===== src/rtl/enigma_pkg.sv =====
// Shared types and letter/position helpers for the enigma keyer.
// The tag layout depends on ENIGMA_KEYER_BYPASS_EN (bypass class and char fields).
package enigma_pkg;

  localparam int ALPHABET       = 26;
  localparam int ENGINE_LATENCY = 4;

  typedef logic [ALPHABET-1:0] letter_t;
  typedef logic [4:0]          pos_t;
  typedef logic [7:0]          char_t;

  typedef enum logic {
    CLASS_BYPASS = 1'b0,
    CLASS_LETTER = 1'b1
  } char_class_t;

  typedef struct packed {
    logic        valid;
`ifdef ENIGMA_KEYER_BYPASS_EN
    char_class_t cls;
    char_t       ch;
`endif
  } tag_t;

  function automatic char_t fold_upper(input char_t c);
    return (c >= 8'h61 && c <= 8'h7A) ? c - 8'h20 : c;
  endfunction

  // Zero for anything that is not a letter after case folding.
  function automatic letter_t ascii_to_onehot(input char_t c);
    char_t u;
    u = fold_upper(c);
    if (u >= 8'h41 && u <= 8'h5A) return letter_t'(1) << (u - 8'h41);
    return '0;
  endfunction

  // A result that is not exactly one-hot comes back as '?'.
  function automatic char_t onehot_to_ascii(input letter_t l);
    char_t ch;
    int    hits;
    ch   = 8'h3F;
    hits = 0;
    for (int i = 0; i < ALPHABET; i++) begin
      if (l[i]) begin
        hits++;
        ch = 8'h41 + 8'(i);
      end
    end
    return (hits == 1) ? ch : 8'h3F;
  endfunction

  function automatic pos_t step_pos(input pos_t p);
    return (p == 5'd25) ? 5'd0 : p + 5'd1;
  endfunction

  function automatic pos_t load_pos(input pos_t p);
    return (p >= 5'd26) ? p - 5'd26 : p;
  endfunction

endpackage


===== src/rtl/enigma_keyer_fifo.sv =====
// Synchronous result FIFO for the enigma keyer; DEPTH must be a power of two.
// Head entry reads as zero while the FIFO is empty.
module enigma_keyer_fifo #(
  parameter int DEPTH = 8,
  parameter int WIDTH = 8
) (
  input  logic                       clk,
  input  logic                       rst_n,
  input  logic                       push,
  input  logic                       pop,
  input  logic [WIDTH-1:0]           din,
  output logic [WIDTH-1:0]           dout,
  output logic                       full,
  output logic                       empty,
  output logic [$clog2(DEPTH+1)-1:0] count
);

  localparam int AW = $clog2(DEPTH);
  localparam int CW = $clog2(DEPTH + 1);

  logic [WIDTH-1:0] mem [DEPTH];
  logic [AW-1:0]    wr_ptr;
  logic [AW-1:0]    rd_ptr;
  logic             do_push;
  logic             do_pop;

  assign empty   = (count == '0);
  assign full    = (count == CW'(DEPTH));
  assign do_pop  = pop && !empty;
  assign do_push = push && (!full || do_pop);
  assign dout    = empty ? '0 : mem[rd_ptr];

  always_ff @(posedge clk) begin
    if (do_push) mem[wr_ptr] <= din;
  end

  // Pointers wrap naturally because DEPTH is a power of two.
  always_ff @(posedge clk or negedge rst_n) begin
    if (!rst_n) begin
      wr_ptr <= '0;
      rd_ptr <= '0;
      count  <= '0;
    end else begin
      if (do_push) wr_ptr <= wr_ptr + AW'(1);
      if (do_pop)  rd_ptr <= rd_ptr + AW'(1);
      if (do_push && !do_pop)      count <= count + CW'(1);
      else if (do_pop && !do_push) count <= count - CW'(1);
    end
  end

endmodule


===== src/rtl/enigma_keyer.sv =====
// ASCII stream front/back end for the enigma letter pipeline with rotor stepping.
// Define ENIGMA_KEYER_BYPASS_EN to pass non-letters through in order; otherwise they are dropped.
module enigma_keyer
  import enigma_pkg::*;
#(
  parameter int LATENCY    = ENGINE_LATENCY,
  parameter int FIFO_DEPTH = 8
) (
  input  logic        clk,
  input  logic        rst_n,
  input  logic        s_valid,
  output logic        s_ready,
  input  logic [7:0]  s_char,
  input  logic        cfg_load,
  input  logic [4:0]  cfg_n1,
  input  logic [4:0]  cfg_n2,
  input  logic [4:0]  cfg_n3,
  output logic [25:0] e_letter,
  output logic [4:0]  e_n1,
  output logic [4:0]  e_n2,
  output logic [4:0]  e_n3,
  input  logic [25:0] e_result,
  output logic        m_valid,
  input  logic        m_ready,
  output logic [7:0]  m_char
);

  localparam int CW = $clog2(FIFO_DEPTH + 1);
  localparam int IW = $clog2(LATENCY + 1);

  letter_t       in_onehot;
  logic          is_letter;
  logic          accept;
  logic          letter_accept;
  logic          push_tag;
  logic          retire;
  pos_t          n1, n2, n3;
  tag_t          new_tag;
  tag_t          tags [LATENCY];
  logic [IW-1:0] inflight;
  logic [CW-1:0] fifo_count;
  logic          fifo_full;
  logic          fifo_empty;
  logic          fifo_push;
  logic          fifo_pop;
  char_t         fifo_din;
  char_t         fifo_dout;

  assign in_onehot = ascii_to_onehot(s_char);
  assign is_letter = |in_onehot;

  // Credit covers every tag still in the engine, so a retire always finds room.
  assign s_ready = rst_n && !cfg_load &&
                   ((int'(inflight) + int'(fifo_count)) < FIFO_DEPTH);
  assign accept        = s_valid && s_ready;
  assign letter_accept = accept && is_letter;

  assign e_letter = letter_accept ? in_onehot : '0;
  assign e_n1     = n1;
  assign e_n2     = n2;
  assign e_n3     = n3;

  always_comb begin
    new_tag = '0;
`ifdef ENIGMA_KEYER_BYPASS_EN
    push_tag    = accept;
    new_tag.cls = is_letter ? CLASS_LETTER : CLASS_BYPASS;
    new_tag.ch  = s_char;
`else
    push_tag    = letter_accept;
`endif
    new_tag.valid = push_tag;
  end

  // Odometer stepping: n1 every letter, carries ripple on wrap, n3 has no carry out.
  always_ff @(posedge clk or negedge rst_n) begin
    if (!rst_n) begin
      n1 <= '0;
      n2 <= '0;
      n3 <= '0;
    end else if (cfg_load) begin
      n1 <= load_pos(cfg_n1);
      n2 <= load_pos(cfg_n2);
      n3 <= load_pos(cfg_n3);
    end else if (letter_accept) begin
      n1 <= step_pos(n1);
      if (n1 == 5'd25) begin
        n2 <= step_pos(n2);
        if (n2 == 5'd25) n3 <= step_pos(n3);
      end
    end
  end

  always_ff @(posedge clk or negedge rst_n) begin
    if (!rst_n) begin
      for (int i = 0; i < LATENCY; i++) tags[i] <= '0;
    end else begin
      tags[0] <= new_tag;
      for (int i = 1; i < LATENCY; i++) tags[i] <= tags[i-1];
    end
  end

  assign retire = tags[LATENCY-1].valid;

  always_ff @(posedge clk or negedge rst_n) begin
    if (!rst_n) begin
      inflight <= '0;
    end else if (push_tag && !retire) begin
      inflight <= inflight + IW'(1);
    end else if (retire && !push_tag) begin
      inflight <= inflight - IW'(1);
    end
  end

  always_comb begin
    fifo_din = onehot_to_ascii(e_result);
`ifdef ENIGMA_KEYER_BYPASS_EN
    if (tags[LATENCY-1].cls == CLASS_BYPASS) fifo_din = tags[LATENCY-1].ch;
`endif
  end

  assign fifo_push = retire && !fifo_full;
  assign fifo_pop  = m_valid && m_ready;
  assign m_valid   = !fifo_empty;
  assign m_char    = fifo_dout;

  enigma_keyer_fifo #(
    .DEPTH (FIFO_DEPTH),
    .WIDTH (8)
  ) u_fifo (
    .clk   (clk),
    .rst_n (rst_n),
    .push  (fifo_push),
    .pop   (fifo_pop),
    .din   (fifo_din),
    .dout  (fifo_dout),
    .full  (fifo_full),
    .empty (fifo_empty),
    .count (fifo_count)
  );

endmodule


===== config.mk =====
export PLATFORM = sky130hd
export DESIGN_NAME = enigma_keyer
export DESIGN_NICKNAME = d
export VERILOG_FILES = /design/src/rtl/enigma_pkg.sv /design/src/rtl/enigma_keyer_fifo.sv /design/src/rtl/enigma_keyer.sv
export SDC_FILE = /design/constraint.sdc
export NUM_CORES = 1
export LEC_CHECK = 0
export CAP_MARGIN = 20
export CORE_ASPECT_RATIO = 0.9
export CORE_MARGIN = 2
export CORE_UTILIZATION = 35
export DETAILED_ROUTE_END_ITERATION = 6
export GPL_TIMING_DRIVEN = 1
export SLEW_MARGIN = 5
export SYNTH_ARGS = -nofsm -noshare
export SYNTH_HDL_FRONTEND = slang
export SYNTH_SLANG_ARGS = --single-unit

===== constraint.sdc =====
create_clock -name clk -period 8.24 [get_ports clk]
set_clock_uncertainty 0.05 [all_clocks]
set_input_delay 1.648 -clock clk [delete_from_list [all_inputs] [get_ports clk]]
set_output_delay 1.648 -clock clk [all_outputs]
set_load 0.05 [all_outputs]

; ---- Word-level counts from Yosys, hierarchy flattened
; Memory sizes are Yosys's and may differ from the RTL's.
; Cells that the tools add are included.
[totals]
ram_bits = 64
memories = 1
elab_cells = 177
register_bits = 32
out_inout_bits = 51
input_bits = 54
[classes]
n_lt_le_gt_ge = 8
reduce_logical = 31
n_shift = 1
addsub = 40
muxes = 80
n_eq_ne = 5
[mem_list]
columns = memory, depth, width, read_ports, rd_ports_with_merged_regs, write_ports, line
row1 = u_fifo.mem, 8, 8, 1, 0, 1, enigma_keyer_fifo.sv:21  ; logic [WIDTH-1:0] mem [DEPTH];
[op_table]
columns = operator, n
row1 = $add 32x2->32 const B, 25
row2 = $mux 32, 25
row3 = $mux 8, 28
row4 = $mux 26, 3
row5 = $mux 5, 15
row6 = $eq 32x2->1 const B, 1
row7 = $reduce_or 26->1, 1
row8 = $shl 1x8->26 const A, 1
row9 = $ge 8x7->1 const B, 2
row10 = $le 8x7->1 const B, 2
row11 = $add 5x1->5 const B, 3
row12 = $eq 5x5->1 const B, 3
row13 = $ge 5x5->1 const B, 3
row14 = $sub 5x5->5 const B, 3
row15 = $logic_and 1x1->1, 14
row16 = $reduce_bool 2->1, 5
row17 = $add 3x1->3 const B, 3
row18 = $mux 4, 2
row19 = $sub 8x6->8 const B, 1
row20 = $sub 8x7->8 const B, 1
row21 = $logic_not 1->1, 7
row22 = $mux 7, 1
row23 = $mux 3, 2
row24 = $add 3x4->5, 1
row25 = 10 further kinds, 13

; ---- Depth between registers and ports, before layout
[depth]
ltp_word = 53
ltp_mapped = 87
mapped_depth_nobuf = 87

; ---- By module
; A second synthesis with hierarchy kept.
[hier_totals]
hier_cells = 1007
hier_area_um2 = 9281.4
[by_module_without_submodules]
columns = mod, area_per_inst_um2, n_inst, cells_each
row1 = enigma_keyer, 6224.7, 1, 849
row2 = enigma_keyer_fifo, 3056.7, 1, 158

; ---- Least setup slack after synthesis
; OpenSTA, ideal clock, no wires.
[synth_path]
path_type = input-to-reg
startpoint = input port e_result[0]
endpoint = memory u_fifo.mem[0][3] (data pin)
slack_ns = -7.718
required_time_ns = 7.854
path_stages = 85
t_arrival_ns = 15.572
setup_time_ns = 0.336
path_cell_list = inv_1 -> ha_1 -> xor2_1 -> ha_1 -> nand2b_1 -> o21ai_0 -> inv_1 -> ha_1 -> nand2_1 -> o21ai_0 -> ha_1 -> inv_1 -> a32oi_1 -> and2_1 -> ha_1 -> a22o_1 -> ha_1 -> nand2_1 -> [49 not listed] -> nand2_1 -> o21ai_0 -> ha_1 -> nand2_1 -> o221ai_1 -> ha_1 -> nand2_1 -> o21ai_0 -> ha_1 -> mux2_2 -> ha_1 -> nand2_1 -> nor2_1 -> nand3_1 -> o21ai_0 -> a22o_1 -> a2111oi_4 -> o2111ai_1
[synth_via]
elab_chain_len = 53
[synth_rtl]
columns = element, line
row1 = "start, declared", enigma_keyer.sv:22  ; input logic [25:0] e_result,
row2 = $mux 1, enigma_pkg.sv:44  ; if (l[i]) begin
row3 = $add 32x2->32, enigma_pkg.sv:45  ; hits++;
row4 = $mux 32, enigma_pkg.sv:44
row5 = $add 32x2->32, enigma_pkg.sv:45
row6 = $mux 32, enigma_pkg.sv:44
row7 = $add 32x2->32, enigma_pkg.sv:45
row8 = $mux 32, enigma_pkg.sv:44
row9 = $add 32x2->32, enigma_pkg.sv:45
row10 = [38 not listed], -
row11 = $mux 32, enigma_pkg.sv:44
row12 = $add 32x2->32, enigma_pkg.sv:45
row13 = $mux 32, enigma_pkg.sv:44
row14 = $add 32x2->32, enigma_pkg.sv:45
row15 = $mux 32, enigma_pkg.sv:44
row16 = $eq 32x2->1, enigma_pkg.sv:49  ; return (hits == 1) ? ch : 8'h3F;
row17 = $mux 8 (*), enigma_pkg.sv:49
row18 = net fifo_din[3], enigma_keyer.sv:46  ; char_t fifo_din;
row19 = "end, declared", enigma_keyer_fifo.sv:21
; The timed path passes the listed nets; every way through them passes the cells marked *.

; ---- Worst setup path after layout
[layout_path]
startpoint = input port e_result[0]
endpoint = memory u_fifo.mem[0][2] (data pin)
; Same word-level chain as after synthesis.

==> key figures <==
Timing
  – Worst Tran Pin Value: 0.964 ns
  – Setup TNS: -362.95 ns
  – Max Fclk: 67.7 MHz
  – Max-slew violation count: 0
  – Fin. Hold Viols: 0
  – Relative slew margins: 35.7%
  – RSZ-0062 raised after global routing: yes
  – Slack of the critical path: -6.52 ns
  – Final min period: roughly 15 ns
  – # setup viols final: 56
  – Period utilisation layout: 179%

Clock network
  – Clock Path Buffers: 2
  – Root Driver: clkbuf_16
  – CTS Buf Count: 9
  – Clock transition at the registers of the reported paths: 0.07 ns
  – Clock Latency Late Sink: 0.34 ns
  – CTS sink cnt: 88
  – H-tree depth: 3
  – CTS tree: built

Worst setup path
  – CP arrival: 14.80 ns
  – WS Path Type: in -> reg
  – R2R Setup Slk: 5.16 ns
  – FF-to-FF path depth: 10
  – Slowest library cell on the worst path: ha_1
  – Critical Path RT: 8.28 ns
  – Type of origin of the critical path: input pin
  – Worst path most repeated cell: ha_4
  – Max incr delay on CP: 0.32 ns
  – Worst R2R Start: u_fifo.count[1]$_DFFE_PN0P_
  – CP max FO: 8
  – Setup crit end kind: flip-flop
  – RR Endpoint: e_n3[1]$_DFFE_PN0P_

Placement
  – Dpl hpwl: around 18 mm
  – Number of cells after detailed placement: approximately 1600
  – Port Buffer Count: 103
  – GP Congestion: 0.845

Synth
  – Simple-gate share of the synthesized area: 22.1%
  – Post-Synth XOR/XNOR Area: ~16%
  – Most frequent cells after synthesis: nand2_1, nor2_1, edfxtp_1
  – Yosys warns: 0
  – Yosys reg bits: 88
  – Synth area leader: edfxtp_1
  – Async S/R FF share, synth: 36.4%
  – Mux cell area share after synthesis: around 6.3%
  – Post-synth top area share: 18.9%
  – Net Count, Synth: 1093
  – Syn_area_per_cell: roughly 9 um^2
  – Top_reg_cell synth: edfxtp_1
  – Top-count cell post-synth: nand2_1
  – Synth Instances: slightly below 1000
  – Synth Area in Adders: 7.30%
  – Area contributors post-synth: edfxtp_1, dfrtp_1, ha_1
  – Post-Syn Area: 0.00892 mm^2
  – EDFF count, synth: 56
  – Largest family of logic cells by synthesized area: simple AND/OR/NAND/NOR gates
  – Sequential area share after synthesis: 27.8%
  – Complex-gate fraction of the synthesized area: 16.1%
  – Synth cell types: 103

Layout
  – Sequential cell area: between 0.002 and 0.0025 mm^2
  – Fillcell total: 2295
  – Layout Nets: 1434
  – Finished Layout Cells: 1677
  – Multi-input gate area: ~0.0066 mm^2
  – P&R area growth vs syn: 49.3%
  – N_diodes: 0
  – Layout cell share with drive strength beyond 1: between 30% and 40%

Job
  – MaxCap Viol Count: 0

Detailed routing
  – DR WL met2: around 11 mm
  – DRC: 0
  – WL final: 22.8 mm
  – Via count: 8400
  – Top sig layer: met4
  – Vias per cell: ~5
  – Routed wl met3: 754 um
  – Drt pass-1 iters: 5
  – M1 wire length: 11.2 mm
  – DR iter-0 viols: 405
  – Wirelength per Cell: 13.6 um
  – Antenna viol nets, final: 0

Global routing
  – All-layer global routing usage: roughly 17%
  – Number of global-route vias before repair: 8156
  – Pin count of the biggest net entering global routing: 34
  – First-pass GRT wire length: 38.8 mm
  – Antenna violations before repair: 0
  – Total grt overflow: 0

Run status
  – Status: finished, violations left
  – Failing checks: setup timing

Floorplanning
  – Die area: 0.0268 mm^2
  – I/O pin count: 105
  – Rows: between 50 and 60
  – Core area: 0.0251 mm^2
  – Die Ht: 155 um
  – Initial core utilization: 35.5%
  – Die width: 172 um

Hold path
  – Hold crit path type: reg -> reg
  – Hold depth: 0
  – Worst hold start: tags[2]$_DFF_PN0_
  – Min-Delay Endpoint: tags[1]$_DFF_PN0_
## metal layers
metal | GRT usage [%] | vias up
li1 | - | 4298
met1 | 24.2 | 3954
met2 | 29.9 | 141
met3 | 1.93 | 7
met4 | 2.24 | 0
met5 | 0 | -
## critical path, delay by kind of cell
kind | cells | cell delay (ns)
XOR/XNOR | 1 | 0.18
buffers and inverters | 12 | 0.99
AND/OR/NAND/NOR | 28 | 2.76
multiplexers | 4 | 0.86
AO/OA/AOI/OAI | 20 | 2.27
adder cells (fa/ha/maj) | 24 | 6.07
## stage by stage
stage          setup slack (ns)  hold WS (ns)  area [um^2]  util, %
5_1_grt                   -7.21         0.313        13300     53.0
4_1_cts                   -6.79         0.298        13100     52.2
6_report                  -6.52         0.293        13300     53.0
3_3_place_gp              -7.43         0.286        12500     49.7
3_5_place_dp              -7.95         0.286        12500     49.7
2_1_floorplan             -6.91         0.281         9180        -
## cells in the final DEF, fill, tap and decap left out, types with 13 or more instances in the layout
cell type	n
a31oi_1	16
nand4_1	13
mux2i_1	16
nor2_1	85
buf_4	260
edfxtp_1	56
clkdlybuf4s50_1	74
nand3_1	34
ha_4	14
mux4_2	14
nand2_1	93
dfrtp_1	32
o21ai_0	42
inv_1	43
xor2_1	29
xnor2_1	54
nor3_1	28
a21oi_1	36
ha_1	34
nand2_2	15
buf_12	26
nand2b_1	16
xnor3_1	14
## flip-flops by register name, summed over array words and instances (netlist names)
signal and flops:
retire 1, u_fifo.wr_ptr 3, u_fifo.rd_ptr 3, u_fifo.mem 56
tags 3, e_n1 5, inflight 3, e_n3 5
e_n2 5, u_fifo.count 4
## what timing repair did
item	CTS	global route
hold buffers	0	0
pin swaps	28	16
setup buffers	26	7
resized for setup	35	41
endpoints found under the setup margin	56	69
## cell families (layout without fill, tap and decap cells)
logic type | after synthesis | after routing
and+or+nand+nor | 392 | 392
buffers and inverters | 97 | 443
xor gates and xnor gates | 117 | 117
muxes | 38 | 38
other | 1 | 1
adders and majority gates | 51 | 51
DFF | 88 | 88
AOI/OAI and AO/OA | 205 | 205
## worst max-delay path by stage
stage | start | endpoint | slack [ns]
after global placement | e_result[1] | u_fifo.mem[4][2]$_DFFE_PP_ | -7.43
after CTS | e_result[0] | u_fifo.mem[4][1]$_DFFE_PP_ | -6.79
final | e_result[0] | u_fifo.mem[0][2]$_DFFE_PP_ | -6.52
after global routing | e_result[0] | u_fifo.mem[0][2]$_DFFE_PP_ | -7.21
after floorplan | e_result[0] | u_fifo.mem[0][1]$_DFFE_PP_ | -6.91
after detailed placement | e_result[1] | u_fifo.mem[4][2]$_DFFE_PP_ | -7.95
## area by class of cell
| cell class | instances | area share, % |
|---|---|---|
| multi-input combinational | 804 | 49.4 |
| clock inverter | 6 | 0.385 |
| inverter | 58 | 1.80 |
| tap | 342 | 3.21 |
| clock buffer | 10 | 1.72 |
| timing repair buffer | 369 | 24.8 |
| sequential | 88 | 18.6 |
Power is not shown: default switching activity piles up to over one toggle a cycle in this logic, so the estimate is an artifact.
